[config.mk]
export PLATFORM = sky130hd
export DESIGN_NAME = driver_motores_paso_flat
export DESIGN_NICKNAME = d
export VERILOG_FILES = /design/src/rtl/movimiento_pkg.sv /design/src/rtl/driver_motores_paso_if.sv /design/src/rtl/eje_paso.sv /design/src/rtl/driver_motores_paso.sv /design/src/flat_wrapper.sv
export SDC_FILE = /design/constraint.sdc
export NUM_CORES = 1
export LEC_CHECK = 0
export ABC_CLOCK_PERIOD_IN_PS = 4500
export BUFFER_PORTS_ARGS = -buffer_cell sky130_fd_sc_hd__buf_2
export CAP_MARGIN = 20
export CORE_UTILIZATION = 55
export CTS_CLUSTER_SIZE = 12
export DETAILED_ROUTE_END_ITERATION = 12
export PLACE_DENSITY_LB_ADDON = 0.12
export RECOVER_POWER = 100
export SYNTH_ARGS = -nofsm -noshare
export SYNTH_HDL_FRONTEND = slang
export SYNTH_SLANG_ARGS = --single-unit
[constraint.sdc]
create_clock -name clk -period 4.5 [get_ports clk]
set_input_delay 0.675 -clock clk [delete_from_list [all_inputs] [get_ports clk]]
set_output_delay 0.675 -clock clk [all_outputs]
set_load 0.1 [all_outputs]
[src/rtl/movimiento_pkg.sv]
// Shared definitions for the stepper driver: command codes, axis FSM states and coil phase tables.
// Build option HALF_STEP_EN selects the 8-entry half-step table; the default build uses the 4-entry full-step table.
package movimiento_pkg;

  localparam logic [1:0] CMD_STOP = 2'b00;
  localparam logic [1:0] CMD_CW   = 2'b01;
  localparam logic [1:0] CMD_CCW  = 2'b11;

  typedef enum logic [1:0] {
    ST_IDLE     = 2'b00,
    ST_RUN      = 2'b01,
    ST_REV_WAIT = 2'b10
  } eje_estado_e;

`ifdef HALF_STEP_EN
  localparam int PHASE_LEN = 8;
`else
  localparam int PHASE_LEN = 4;
`endif
  localparam logic [2:0] PHASE_MASK = 3'(PHASE_LEN - 1);

  // idx counts steps taken modulo the table length; the pattern reached after idx steps is
  // entry idx-1, so the very first cw step out of reset drives table entry 0.
  function automatic logic [3:0] fase_bobina(input logic [2:0] idx);
    logic [2:0] ent;
    logic [3:0] pat;
    ent = (idx - 3'd1) & PHASE_MASK;
    pat = 4'b0000;
`ifdef HALF_STEP_EN
    case (ent)
      3'd0:    pat = 4'b1000;
      3'd1:    pat = 4'b1100;
      3'd2:    pat = 4'b0100;
      3'd3:    pat = 4'b0110;
      3'd4:    pat = 4'b0010;
      3'd5:    pat = 4'b0011;
      3'd6:    pat = 4'b0001;
      3'd7:    pat = 4'b1001;
      default: pat = 4'b0000;
    endcase
`else
    case (ent)
      3'd0:    pat = 4'b1100;
      3'd1:    pat = 4'b0110;
      3'd2:    pat = 4'b0011;
      3'd3:    pat = 4'b1001;
      default: pat = 4'b0000;
    endcase
`endif
    return pat;
  endfunction

endpackage

[src/rtl/driver_motores_paso_if.sv]
// Command/feedback bundle between the tracker movement controller (master) and the stepper driver (slave).
interface driver_motores_paso_if;

  logic [1:0]  s_out_theta;
  logic [1:0]  s_out_phi;
  logic        pos_clr;
  logic [3:0]  coil_theta;
  logic [3:0]  coil_phi;
  logic [15:0] theta_actual;
  logic [15:0] phi_actual;
  logic        busy_theta;
  logic        busy_phi;

  modport master (
    output s_out_theta, s_out_phi, pos_clr,
    input  coil_theta, coil_phi, theta_actual, phi_actual, busy_theta, busy_phi
  );

  modport slave (
    input  s_out_theta, s_out_phi, pos_clr,
    output coil_theta, coil_phi, theta_actual, phi_actual, busy_theta, busy_phi
  );

endinterface

[src/rtl/eje_paso.sv]
// One stepper axis: IDLE/RUN/REV_WAIT FSM, phase index, wrap-around position, hold and reversal-gap counters.
// Everything advances only on the shared step tick; outputs are registered.
module eje_paso
  import movimiento_pkg::*;
#(
  parameter int STEPS_REV  = 2048,
  parameter int REV_GAP    = 4,
  parameter int HOLD_TICKS = 100
) (
  input  logic        clk,
  input  logic        rst_n,
  input  logic        tick_i,
  input  logic        pos_clr_i,
  input  logic [1:0]  cmd_i,
  output logic [3:0]  coil_o,
  output logic [15:0] pos_o,
  output logic        busy_o
);

  localparam logic [15:0] POS_MAX = 16'(STEPS_REV - 1);
  localparam int IDLE_W = $clog2(HOLD_TICKS + 1);
  localparam logic [IDLE_W-1:0] IDLE_LIM = IDLE_W'(HOLD_TICKS);
  // Reversal costs the entry tick plus GAP_TICKS waiting ticks before the new direction may step.
  localparam int GAP_TICKS = (REV_GAP > 1) ? (REV_GAP - 1) : 1;
  localparam int GAP_W = $clog2(GAP_TICKS + 1);
  localparam logic [GAP_W-1:0] GAP_LIM = GAP_W'(GAP_TICKS);

  eje_estado_e       state_q, state_d;
  logic              dir_q, dir_d;
  logic [2:0]        idx_q, idx_d;
  logic [15:0]       pos_q, pos_d;
  logic [3:0]        coil_q, coil_d;
  logic              busy_q, busy_d;
  logic [IDLE_W-1:0] idle_cnt_q, idle_cnt_d;
  logic [GAP_W-1:0]  gap_cnt_q, gap_cnt_d;
  logic [GAP_W-1:0]  gap_next_s;
  logic              want_cw_s, want_ccw_s, moving_s;
  logic              step_s, release_s;

  assign want_cw_s  = (cmd_i == CMD_CW);
  assign want_ccw_s = (cmd_i == CMD_CCW);
  assign moving_s   = want_cw_s | want_ccw_s;

  always_comb begin
    state_d    = state_q;
    dir_d      = dir_q;
    idle_cnt_d = idle_cnt_q;
    gap_cnt_d  = gap_cnt_q;
    step_s     = 1'b0;
    release_s  = 1'b0;
    gap_next_s = gap_cnt_q + 1'b1;
    if (tick_i) begin
      case (state_q)
        ST_IDLE: begin
          if (moving_s) begin
            state_d    = ST_RUN;
            dir_d      = want_ccw_s;
            step_s     = 1'b1;
            idle_cnt_d = '0;
          end else if (idle_cnt_q != IDLE_LIM) begin
            idle_cnt_d = idle_cnt_q + 1'b1;
            release_s  = (idle_cnt_d == IDLE_LIM);
          end else begin
            idle_cnt_d = idle_cnt_q;
          end
        end
        ST_RUN: begin
          if (!moving_s) begin
            state_d    = ST_IDLE;
            idle_cnt_d = '0;
          end else if (want_ccw_s == dir_q) begin
            step_s = 1'b1;
          end else begin
            state_d   = ST_REV_WAIT;
            gap_cnt_d = '0;
          end
        end
        ST_REV_WAIT: begin
          if (!moving_s) begin
            state_d    = ST_IDLE;
            idle_cnt_d = '0;
          end else if (gap_next_s >= GAP_LIM) begin
            state_d   = ST_RUN;
            dir_d     = want_ccw_s;
            gap_cnt_d = '0;
          end else begin
            gap_cnt_d = gap_next_s;
          end
        end
        default: begin
          state_d    = ST_IDLE;
          idle_cnt_d = '0;
        end
      endcase
    end else begin
      state_d = state_q;
    end
    busy_d = (state_d != ST_IDLE);
  end

  // A coinciding pos_clr wins over the step: position zeroes, phase and coils stay put.
  always_comb begin
    idx_d  = idx_q;
    coil_d = coil_q;
    pos_d  = pos_q;
    if (step_s && !pos_clr_i) begin
      if (dir_d) begin
        idx_d = (idx_q - 3'd1) & PHASE_MASK;
      end else begin
        idx_d = (idx_q + 3'd1) & PHASE_MASK;
      end
      coil_d = fase_bobina(idx_d);
    end else if (release_s) begin
      coil_d = 4'b0000;
    end else begin
      coil_d = coil_q;
    end
    if (pos_clr_i) begin
      pos_d = 16'd0;
    end else if (step_s) begin
      if (dir_d) begin
        pos_d = (pos_q == 16'd0) ? POS_MAX : (pos_q - 16'd1);
      end else begin
        pos_d = (pos_q == POS_MAX) ? 16'd0 : (pos_q + 16'd1);
      end
    end else begin
      pos_d = pos_q;
    end
  end

  always_ff @(posedge clk or negedge rst_n) begin
    if (!rst_n) begin
      state_q    <= ST_IDLE;
      dir_q      <= 1'b0;
      idx_q      <= 3'd0;
      pos_q      <= 16'd0;
      coil_q     <= 4'b0000;
      busy_q     <= 1'b0;
      idle_cnt_q <= '0;
      gap_cnt_q  <= '0;
    end else begin
      state_q    <= state_d;
      dir_q      <= dir_d;
      idx_q      <= idx_d;
      pos_q      <= pos_d;
      coil_q     <= coil_d;
      busy_q     <= busy_d;
      idle_cnt_q <= idle_cnt_d;
      gap_cnt_q  <= gap_cnt_d;
    end
  end

  assign coil_o = coil_q;
  assign pos_o  = pos_q;
  assign busy_o = busy_q;

endmodule

[src/rtl/driver_motores_paso.sv]
// Stepper driver top: shared step-tick generator feeding the theta and phi axes, with pos_clr fanned out to both.
// Phase table selected by HALF_STEP_EN (full-step when undefined).
module driver_motores_paso
  import movimiento_pkg::*;
#(
  parameter int STEP_DIV   = 50000,
  parameter int STEPS_REV  = 2048,
  parameter int REV_GAP    = 4,
  parameter int HOLD_TICKS = 100
) (
  input logic                  clk,
  input logic                  rst_n,
  driver_motores_paso_if.slave bus
);

  localparam int CNT_W = $clog2(STEP_DIV);
  localparam logic [CNT_W-1:0] CNT_MAX = CNT_W'(STEP_DIV - 1);

  logic [CNT_W-1:0] tick_cnt_q, tick_cnt_d;
  logic             tick_s;
  logic [3:0]       coil_theta_s, coil_phi_s;
  logic [15:0]      theta_pos_s, phi_pos_s;
  logic             busy_theta_s, busy_phi_s;

  always_comb begin
    tick_s = (tick_cnt_q == CNT_MAX);
    if (tick_s) begin
      tick_cnt_d = '0;
    end else begin
      tick_cnt_d = tick_cnt_q + 1'b1;
    end
  end

  always_ff @(posedge clk or negedge rst_n) begin
    if (!rst_n) begin
      tick_cnt_q <= '0;
    end else begin
      tick_cnt_q <= tick_cnt_d;
    end
  end

  eje_paso #(
    .STEPS_REV (STEPS_REV),
    .REV_GAP   (REV_GAP),
    .HOLD_TICKS(HOLD_TICKS)
  ) u_eje_theta (
    .clk      (clk),
    .rst_n    (rst_n),
    .tick_i   (tick_s),
    .pos_clr_i(bus.pos_clr),
    .cmd_i    (bus.s_out_theta),
    .coil_o   (coil_theta_s),
    .pos_o    (theta_pos_s),
    .busy_o   (busy_theta_s)
  );

  eje_paso #(
    .STEPS_REV (STEPS_REV),
    .REV_GAP   (REV_GAP),
    .HOLD_TICKS(HOLD_TICKS)
  ) u_eje_phi (
    .clk      (clk),
    .rst_n    (rst_n),
    .tick_i   (tick_s),
    .pos_clr_i(bus.pos_clr),
    .cmd_i    (bus.s_out_phi),
    .coil_o   (coil_phi_s),
    .pos_o    (phi_pos_s),
    .busy_o   (busy_phi_s)
  );

  assign bus.coil_theta   = coil_theta_s;
  assign bus.coil_phi     = coil_phi_s;
  assign bus.theta_actual = theta_pos_s;
  assign bus.phi_actual   = phi_pos_s;
  assign bus.busy_theta   = busy_theta_s;
  assign bus.busy_phi     = busy_phi_s;

endmodule

[src/flat_wrapper.sv]
// flat-port wrapper written by rule: the top's interface ports become plain ports
module driver_motores_paso_flat import movimiento_pkg::*;
#(
  parameter int STEP_DIV   = 50000,
  parameter int STEPS_REV  = 2048,
  parameter int REV_GAP    = 4,
  parameter int HOLD_TICKS = 100
)
  (clk, rst_n, bus_s_out_theta, bus_s_out_phi, bus_pos_clr, bus_coil_theta, bus_coil_phi, bus_theta_actual, bus_phi_actual, bus_busy_theta, bus_busy_phi);
  driver_motores_paso_if bus_i ();
  input logic clk;
  input logic rst_n;
  input wire logic [$bits(bus_i.s_out_theta)-1:0] bus_s_out_theta;
  input wire logic [$bits(bus_i.s_out_phi)-1:0] bus_s_out_phi;
  input wire logic [$bits(bus_i.pos_clr)-1:0] bus_pos_clr;
  output wire logic [$bits(bus_i.coil_theta)-1:0] bus_coil_theta;
  output wire logic [$bits(bus_i.coil_phi)-1:0] bus_coil_phi;
  output wire logic [$bits(bus_i.theta_actual)-1:0] bus_theta_actual;
  output wire logic [$bits(bus_i.phi_actual)-1:0] bus_phi_actual;
  output wire logic [$bits(bus_i.busy_theta)-1:0] bus_busy_theta;
  output wire logic [$bits(bus_i.busy_phi)-1:0] bus_busy_phi;
  assign bus_i.s_out_theta = bus_s_out_theta;
  assign bus_i.s_out_phi = bus_s_out_phi;
  assign bus_i.pos_clr = bus_pos_clr;
  assign bus_coil_theta = bus_i.coil_theta;
  assign bus_coil_phi = bus_i.coil_phi;
  assign bus_theta_actual = bus_i.theta_actual;
  assign bus_phi_actual = bus_i.phi_actual;
  assign bus_busy_theta = bus_i.busy_theta;
  assign bus_busy_phi = bus_i.busy_phi;
  driver_motores_paso #(.STEP_DIV(STEP_DIV), .STEPS_REV(STEPS_REV), .REV_GAP(REV_GAP), .HOLD_TICKS(HOLD_TICKS)) u_core (.clk(clk), .rst_n(rst_n), .bus(bus_i));
endmodule
==> results by stage, run 1 <==
Yosys:
- The average instance in the mapped netlist occupies 8.41 um^2.
- Yosys mapped the design onto 69 distinct sky130hd cell types.
- Synthesis produced 733 cells.
- Yosys mapped a number of flops with a built-in enable equal to 0.
- During synthesis, Yosys emitted a total of 0 warnings.
- The net count of the mapped netlist is 761.
- Counting flops with an async set or reset pin after synthesis yields a share of 1.00.
- After synthesis the cells add up to 0.00617 mm^2.
- The count of state elements after synthesis is 86.
- Of the synthesized area, sequential elements account for 0.349.
- The dominant register cell in the synthesized netlist is sky130_fd_sc_hd__dfrtp_1.

Die:
- In this run the core area contains 38 standard-cell rows.
- Measured along the y axis, the die boundary spans 108 um.
- The initial core utilization is 0.566.
- The area of the die is 0.0116 mm^2.
- The placeable core region is 0.0109 mm^2.
- The I/O pin total is 49.
- The overall die width is 108 um.

Worst setup path:
- Data on the critical path is required at its endpoint by 4810 ps.
- The start-to-end type of the worst setup path is reg -> reg.
- The destination of the worst register-to-register timing path is u_core.u_eje_phi.pos_o[7]$_DFFE_PN0P_.
- STA classifies the critical path startpoint as a flip-flop.
- The slack of the worst reg-to-reg path is 770 ps.
- The endpoint arrival time on the critical path is 4040 ps.
- The type of element capturing the critical path is a flip-flop.
- In this run the worst path has a maximum fanout of 17.
- The startpoint identified for the worst register-to-register timing path is u_core.tick_cnt_q[7]$_DFF_PN0_.
- Measured in cells, the most critical reg-to-reg path has a length of 7.

Route:
- The remaining antenna violation count is 0.
- The detailed router finished its first iteration with 520 violations.
- The routed design has 16700 um of wire.
- The total number of vias is 5900.
- Dividing the detail-routed wire length by the instance count gives 18.6 um.
- After detailed routing, the number of vias per cell comes to 6.57.
- The first detailed-routing pass ran for 5 iterations.
- In the routed design, unresolved DRC markers number 0.

Placement:
- The post-place instance area is 0.00644 mm^2.
- Port buffering added 48 buffers.
- Routability-driven placement finished with a final weighted congestion of 0.901.
- The wire-length estimate of the detail-placed layout is 11500 um.

Flow run:
- Max-cap violations in this run came to 1.

Cells and area:
- In the final layout, the share of cells above drive strength 1 is 0.0488.
- The layout overhead on the synthesized area is 6.90%.
- In the final design database the tool counted 781 nets.
- The storage element area is 0.00215 mm^2.
- The number of inserted diodes is 0.
- In the final layout, the multi-input gates occupy 0.00369 mm^2.
- The filler cells instantiated in the layout total 1003.
- With fillers left out, the area of the finished cells amounts to 0.00659 mm^2.

Hold path:
- The type of the tightest min-delay check is reg -> reg.
- The critical hold path startpoint is u_core.tick_cnt_q[0]$_DFF_PN0_.
- The end of the worst hold path is u_core.tick_cnt_q[0]$_DFF_PN0_.
- The number of cells traversed by the worst hold path is 1.

Global route:
- The number of antenna violations at the first check in global routing was 0.
- The via count of the first global-routing pass is 5511.
- Entering global routing, the biggest net connects 87 pins.
- For this run the aggregate overflow at the end of global routing stands at 0.
- The first-pass GRT wire length is 27200 um.
- The total routing usage reported by global routing is 0.298.

Clocking:
- The clock tree from TritonCTS is done.
- Hold repair after CTS inserted 0 buffers.
- The total CTS buffers is 9.
- The clock passes through at most 2 buffers.
- Clock tree synthesis found a total of 86 sinks.
- The clock transition at the register clock pins on the worst setup and hold paths after CTS is 100 ps.
- The number of H-tree branching levels is 3.
- The clock reaches the later pin of the worst-skew pair after 390 ps.
- The number of resized instances in the post-cts repair step is 0.
- Post-CTS timing repair inserted 0 buffers for setup.
- The root buffer cell is sky130_fd_sc_hd__clkbuf_8.

STA:
- The share of the clock period used by the worst path is 0.829.
- The worst path needs 3730 ps of the cycle, external delays included.
- At the pin with the least slew margin, the transition time is 2120 ps.
- Setup repair after global routing left no endpoint under its margin.
- For the final routed database, the setup TNS stands at 0 ps.
- The headroom to the max-slew limit is -0.416.
- Across the routed clock network, the largest skew measured is 10.7 ps.
- The count of final max-slew check failures was 38.
- The final hold violation count came to 0.
- The total of endpoints with negative setup slack in the final report is 0.
- Based on the critical path, the design can be clocked at up to 268 MHz.

Power:
- IR analysis of the VDD net gives a maximum drop of 0.000233 V.
- The leakage power is 2.73 nW.
- The power per standard cell area is 220 mW/mm^2.

Status:
- The run finished, with violations left.
- The checks that failed: max-capacitance violations, max-slew violations.
## flip-flops by register name (all words and copies together), names as in the netlist
name and count:
u_core.u_eje_theta.busy_o 1, u_core.u_eje_phi.dir_q 1, u_core.u_eje_theta.pos_o 16, u_core.u_eje_phi.gap_cnt_q 2, u_core.u_eje_phi.coil_o 4, u_core.u_eje_theta.gap_cnt_q 2, u_core.u_eje_phi.pos_o 16, u_core.u_eje_theta.idle_cnt_q 7
u_core.tick_cnt_q 16, u_core.u_eje_phi.busy_o 1, u_core.u_eje_phi.state_q 2, u_core.u_eje_theta.dir_q 1, u_core.u_eje_theta.idx_q 2, u_core.u_eje_theta.state_q 2, u_core.u_eje_phi.idx_q 2, u_core.u_eje_phi.idle_cnt_q 7
u_core.u_eje_theta.coil_o 4
## through the flow
step	cells	utilization	setup slack, ps	total power, mW	hold WS, ps
global route	898	0.605	650	1.49	521
floorplan	733	-	1610	0.803	379
CTS	896	0.611	1110	1.46	491
detailed placement	880	0.591	1130	0.829	476
global placement	880	0.591	1230	0.828	459
finish	898	0.605	770	1.45	499
## power by group
part                 switching [mW]  internal [mW]  leakage (nW)
sequential     0.000000000000000515          0.772          1.17
clock                         0.320          0.318         0.107
combinational                0.0335        0.00800          1.45
total                         0.353           1.10          2.73
## metal layers
metal	share of wire	GRT usage
met1	0.44	0.392
met2	0.47	0.487
met3	0.069	0.0381
met4	0.024	0.136
met5	0	0
## cell type report
class,count,share of cell area
well taps,140,0.0266
repair buffers,53,0.0336
flip-flops and latches,86,0.326
clock buffers,10,0.0194
inverters,35,0.0203
multi-input cells,568,0.559
clock inverters,6,0.0142
## worst max path at each step
stage	startpoint	to	cells past startpoint	slack, ps
3_5_place_dp	u_core.tick_cnt_q[10]$_DFF_PN0_	u_core.u_eje_theta.pos_o[14]$_DFFE_PN0P_	7	1130
3_3_place_gp	u_core.tick_cnt_q[10]$_DFF_PN0_	u_core.u_eje_theta.pos_o[14]$_DFFE_PN0P_	7	1230
4_1_cts	u_core.tick_cnt_q[10]$_DFF_PN0_	u_core.u_eje_theta.pos_o[14]$_DFFE_PN0P_	7	1110
5_1_grt	u_core.tick_cnt_q[7]$_DFF_PN0_	u_core.u_eje_phi.pos_o[7]$_DFFE_PN0P_	7	650
6_report	u_core.tick_cnt_q[7]$_DFF_PN0_	u_core.u_eje_phi.pos_o[7]$_DFFE_PN0P_	7	770
2_1_floorplan	u_core.u_eje_theta.pos_o[0]$_DFFE_PN0P_	u_core.u_eje_theta.pos_o[10]$_DFFE_PN0P_	9	1610
## placed cells by master (no fill, tap or decap), types with 17 or more instances in the layout
master                      n
sky130_fd_sc_hd__nand3_1   40
sky130_fd_sc_hd__o21ai_0   59
sky130_fd_sc_hd__dfrtp_1   86
sky130_fd_sc_hd__nor3_1    32
sky130_fd_sc_hd__nand2_1   64
sky130_fd_sc_hd__inv_1     34
sky130_fd_sc_hd__nand4_1   23
sky130_fd_sc_hd__a31oi_1   17
sky130_fd_sc_hd__clkbuf_1  45
sky130_fd_sc_hd__nor2_1    49
sky130_fd_sc_hd__ha_1      21
sky130_fd_sc_hd__xnor2_1   30
## cells in the mapped netlist, types with 4 or more instances
master / instances / area share
sky130_fd_sc_hd__nand3b_1: 6 / 0.0073
sky130_fd_sc_hd__a21oi_1: 14 / 0.011
sky130_fd_sc_hd__o2bb2ai_1: 4 / 0.0057
sky130_fd_sc_hd__and4_1: 5 / 0.0071
sky130_fd_sc_hd__o211ai_1: 8 / 0.0097
sky130_fd_sc_hd__or4_1: 10 / 0.012
sky130_fd_sc_hd__clkbuf_1: 38 / 0.023
sky130_fd_sc_hd__o22ai_1: 13 / 0.013
sky130_fd_sc_hd__o2111ai_1: 4 / 0.0057
sky130_fd_sc_hd__nand4_1: 23 / 0.023
sky130_fd_sc_hd__xnor2_1: 30 / 0.043
sky130_fd_sc_hd__or3_1: 7 / 0.0071
sky130_fd_sc_hd__xor2_1: 15 / 0.021
sky130_fd_sc_hd__inv_1: 34 / 0.021
sky130_fd_sc_hd__nor4_1: 15 / 0.015
sky130_fd_sc_hd__a22o_1: 6 / 0.0085
sky130_fd_sc_hd__o21a_1: 4 / 0.0049
sky130_fd_sc_hd__nand2_1: 64 / 0.039
sky130_fd_sc_hd__and3_1: 11 / 0.011
sky130_fd_sc_hd__o31a_1: 5 / 0.0071
sky130_fd_sc_hd__mux2i_1: 8 / 0.013
sky130_fd_sc_hd__dfrtp_1: 86 / 0.35
sky130_fd_sc_hd__nor2b_1: 7 / 0.0071
sky130_fd_sc_hd__ha_1: 21 / 0.043
sky130_fd_sc_hd__and2_1: 8 / 0.0081
sky130_fd_sc_hd__nor2_1: 47 / 0.029
sky130_fd_sc_hd__nand3_1: 40 / 0.032
sky130_fd_sc_hd__o21ai_0: 58 / 0.047
sky130_fd_sc_hd__o31ai_1: 15 / 0.018
sky130_fd_sc_hd__nor3_1: 31 / 0.025
sky130_fd_sc_hd__a31oi_1: 17 / 0.017
sky130_fd_sc_hd__a211oi_1: 4 / 0.0049
sky130_fd_sc_hd__nand2b_1: 8 / 0.0081
sky130_fd_sc_hd__a41oi_1: 4 / 0.0057
sky130_fd_sc_hd__buf_2: 4 / 0.0032
## logic make-up after synthesis
family	Yosys count	share of synthesized area
compound gates	180	0.196
xor+xnor	47	0.0712
fa+ha+maj	21	0.0426
buf+inv	79	0.0505
flops	86	0.349
mux	11	0.0185
simple gates	309	0.273
## critical path, stage by stage, from the launching register on
cell and delay, ps:
sky130_fd_sc_hd__dfrtp_1 460, sky130_fd_sc_hd__or4b_1 580, sky130_fd_sc_hd__or4_1 620, sky130_fd_sc_hd__o21a_1 470, sky130_fd_sc_hd__nor2_1 580, sky130_fd_sc_hd__inv_1 430
sky130_fd_sc_hd__o31a_1 380, sky130_fd_sc_hd__o22ai_1 130
Power figures use the tool's default switching activity.
==> run 2, diff against run 1 <==
ABC_CLOCK_PERIOD_IN_PS = 3800   (was 4500)
clock period = 3.8 ns   (was 4.5 ns; I/O delays follow)
==> run 2 against run 1 <==
The run still ends with max-capacitance violations, max-slew violations left. Critical path depth is 1 lower. Cell area is 0.32% higher. Clock power is 2% lower. Critical path type unchanged.
==> results by stage, run 2 (same netlist as run 1, synthesis figures left out) <==
Route:
- For this block, the initial DRC count from the detailed router was 390.
- In this run the remaining antenna-violating nets after routing total 0.
- Wires add up to 16200 um.
- The total number of vias is 5763.
- The remaining routing DRC violations is 0.
- The number of vias per cell after detailed routing is 6.38.
- The post-detailed-route wirelength per cell is 17.9 um.
- The first detailed-routing pass took 5 iterations.

STA:
- Static timing analysis puts the maximum clock frequency at 303 MHz.
- Setup violations remaining at the end of the flow were counted as 0.
- The count of final max-slew check failures is 43.
- The final clock skew is 7.07 ps.
- The headroom to the max-slew limit is -0.532.
- The final hold violation count was 0.
- The worst hold slack is 489 ps.
- In the final timing run, aggregate negative setup slack is 0 ps.
- Of the available clock period, the critical path in the final layout requires 0.868.
- The final critical delay including setup and external delays is 3300 ps.
- Setup repair after global routing left no endpoint under its margin.
- For the pin with the worst max-slew slack, the measured transition is 2300 ps.
- Setup slack closes at 501 ps.

Cells and area:
- The area of all placed cells without fillers is 0.00661 mm^2.
- The number of antenna diodes in the final layout is 0.
- The ratio of cells with drive above 1 in the final layout is 0.0589.
- In the layout the commonest cells are 86 x sky130_fd_sc_hd__dfrtp_1, 64 x sky130_fd_sc_hd__nand2_1, 59 x sky130_fd_sc_hd__o21ai_0.
- The library cell used most frequently in the layout, excluding fill and tap cells, is sky130_fd_sc_hd__dfrtp_1.
- For this run, the post-layout net count is 787.
- The layout overhead on the synthesized area is 7.24%.

Worst setup path:
- The type of element capturing the critical path is a flip-flop.
- The biggest fanout along the worst timing path is 10.
- The critical path is of the reg -> reg type.
- The kind of start point of the critical path is a flip-flop.
- The data required time at the worst endpoint is 4090 ps.
- At the worst endpoint, the arrival time is 3590 ps.

Clocking:
- Clock tree synthesis inserted a total of 9 buffers.
- The H-tree was split into 3 levels.
- After clock tree synthesis, the setup repair step added 0 buffers.
- Clock tree synthesis found a total of 86 sinks.
- Clock-pin slew was measured on the worst setup and hold paths at 90 ps.
- The root buffer cell is sky130_fd_sc_hd__clkbuf_8.
- The number of hold buffers added after CTS was 0.
- The number of resized instances in the post-cts repair step is 0.
- The later pin in the worst-skew pair is clocked with a latency of 390 ps.
- TritonCTS built the clock tree.
- The buffer depth of the longest clock path is 2.

Global route:
- The first global-routing pass estimated 26700 um of wire.
- The global routing stage identified its most utilized layer as met2.
- The number of antenna violations at the first check in global routing is 0.
- The fraction of met2 tracks used by global routing is 0.483.
- After global routing the overflow that remains totals 0.
- The via count of the first global-routing pass is 5504.
- For this run, the total global-route usage over all layers was measured as 0.294.
- For this run, global-route usage on met3 was measured as 0.0369.
- Entering global routing, the biggest net connects 87 pins.
- For this run, global-route usage on met1 was measured as 0.381.

Placement:
- Buffers placed on the I/O ports in this run total 48.
- The HPWL after detailed placement is 11400 um.
- The final weighted congestion in routability-driven placement is 0.927.
- The pre-CTS setup slack is 665 ps.
- The post-place instance area is 0.00649 mm^2.

Flow run:
- Max-cap violations in this run came to 1.

Power:
- In this run the static leakage power is 2.75 nW.
- In this run the power density over the cells is 241 mW/mm^2.
- Across the VDD grid, the largest voltage drop is 0.000194 V.

Status:
- The run finished, with violations left.
- The final reports fail on max-capacitance violations, max-slew violations.

Die:
- The I/O pin total is 49.
- The standard-cell row count is 38.
- Measured along the y axis, the die boundary spans 108 um.
- The core region is 0.0109 mm^2.
- The initial core utilization is 0.566.
- The overall die width is 108 um.
- The die covers 0.0116 mm^2.

Hold path:
- The worst hold path belongs to the class reg -> reg.
==> run 2: cell count changes in the layout (fill, tap and decap cells not counted), sizes merged <==
cell,change
inv,+2
bufinv,-2
clkinv,+2
clkinvlp,-1
clkbuf,-1
buf,+6
==> run 2: path summary, 6_finish.rpt <==
| check | from | end | cells past startpoint | slack, ps |
|---|---|---|---|---|
| setup / recovery | u_core.tick_cnt_q[10]$_DFF_PN0_ | u_core.u_eje_theta.pos_o[1]$_DFFE_PN0P_ | 6 | 500 |
| hold / removal | u_core.tick_cnt_q[0]$_DFF_PN0_ | u_core.tick_cnt_q[0]$_DFF_PN0_ | 1 | 490 |
| setup reg to reg | u_core.tick_cnt_q[10]$_DFF_PN0_ | u_core.u_eje_theta.pos_o[1]$_DFFE_PN0P_ | 6 | 500 |
| hold reg to reg | u_core.tick_cnt_q[0]$_DFF_PN0_ | u_core.tick_cnt_q[0]$_DFF_PN0_ | 1 | 490 |
| max in group asynchronous | rst_n | u_core.u_eje_theta.pos_o[1]$_DFFE_PN0P_ | 1 | 1640 |
| min in group asynchronous | rst_n | u_core.u_eje_phi.idle_cnt_q[2]$_DFFE_PN0P_ | 1 | 860 |
==> run 2: layout make-up <==
type | count | area, um^2
Clock buffer | 9 | 124
Clock inverter | 7 | 53.8
Fill cell | 960 | 4270
Tap cell | 140 | 175
Sequential cell | 86 | 2150
Inverter | 35 | 134
Timing Repair Buffer | 59 | 274
Multi-Input combinational cell | 568 | 3700
==> run 2: metal layers <==
layer  wire length [um]  vias up
met5                  0        -
met2               7800      184
met4                372        0
met3                719       32
li1                   -     2765
met1               7320     2782
==> run 2: critical path, cell delays in order (launching register included) <==
cell                       delay, ps
sky130_fd_sc_hd__dfrtp_1         450
sky130_fd_sc_hd__or4b_1          590
sky130_fd_sc_hd__nor4_1          410
sky130_fd_sc_hd__nand3b_1        350
sky130_fd_sc_hd__nor2_1          740
sky130_fd_sc_hd__o21ai_1         340
sky130_fd_sc_hd__o31ai_1         330
==> run 2: through the flow <==
step           power [mW]   util  std cells
4_1_cts              1.61  0.612        903
6_report             1.59  0.607        904
3_3_place_gp        0.980  0.596        887
3_5_place_dp        0.981  0.596        887
2_1_floorplan       0.951      -        733
5_1_grt              1.64  0.607        904
==> run 2: where the power goes <==
group	switching (mW)	leakage, nW	total [mW]	internal, mW
clock network	0.381	0.0948	0.627	0.246
logic	0.0391	1.49	0.0502	0.0111
registers	0.000000000000000610	1.17	0.914	0.914
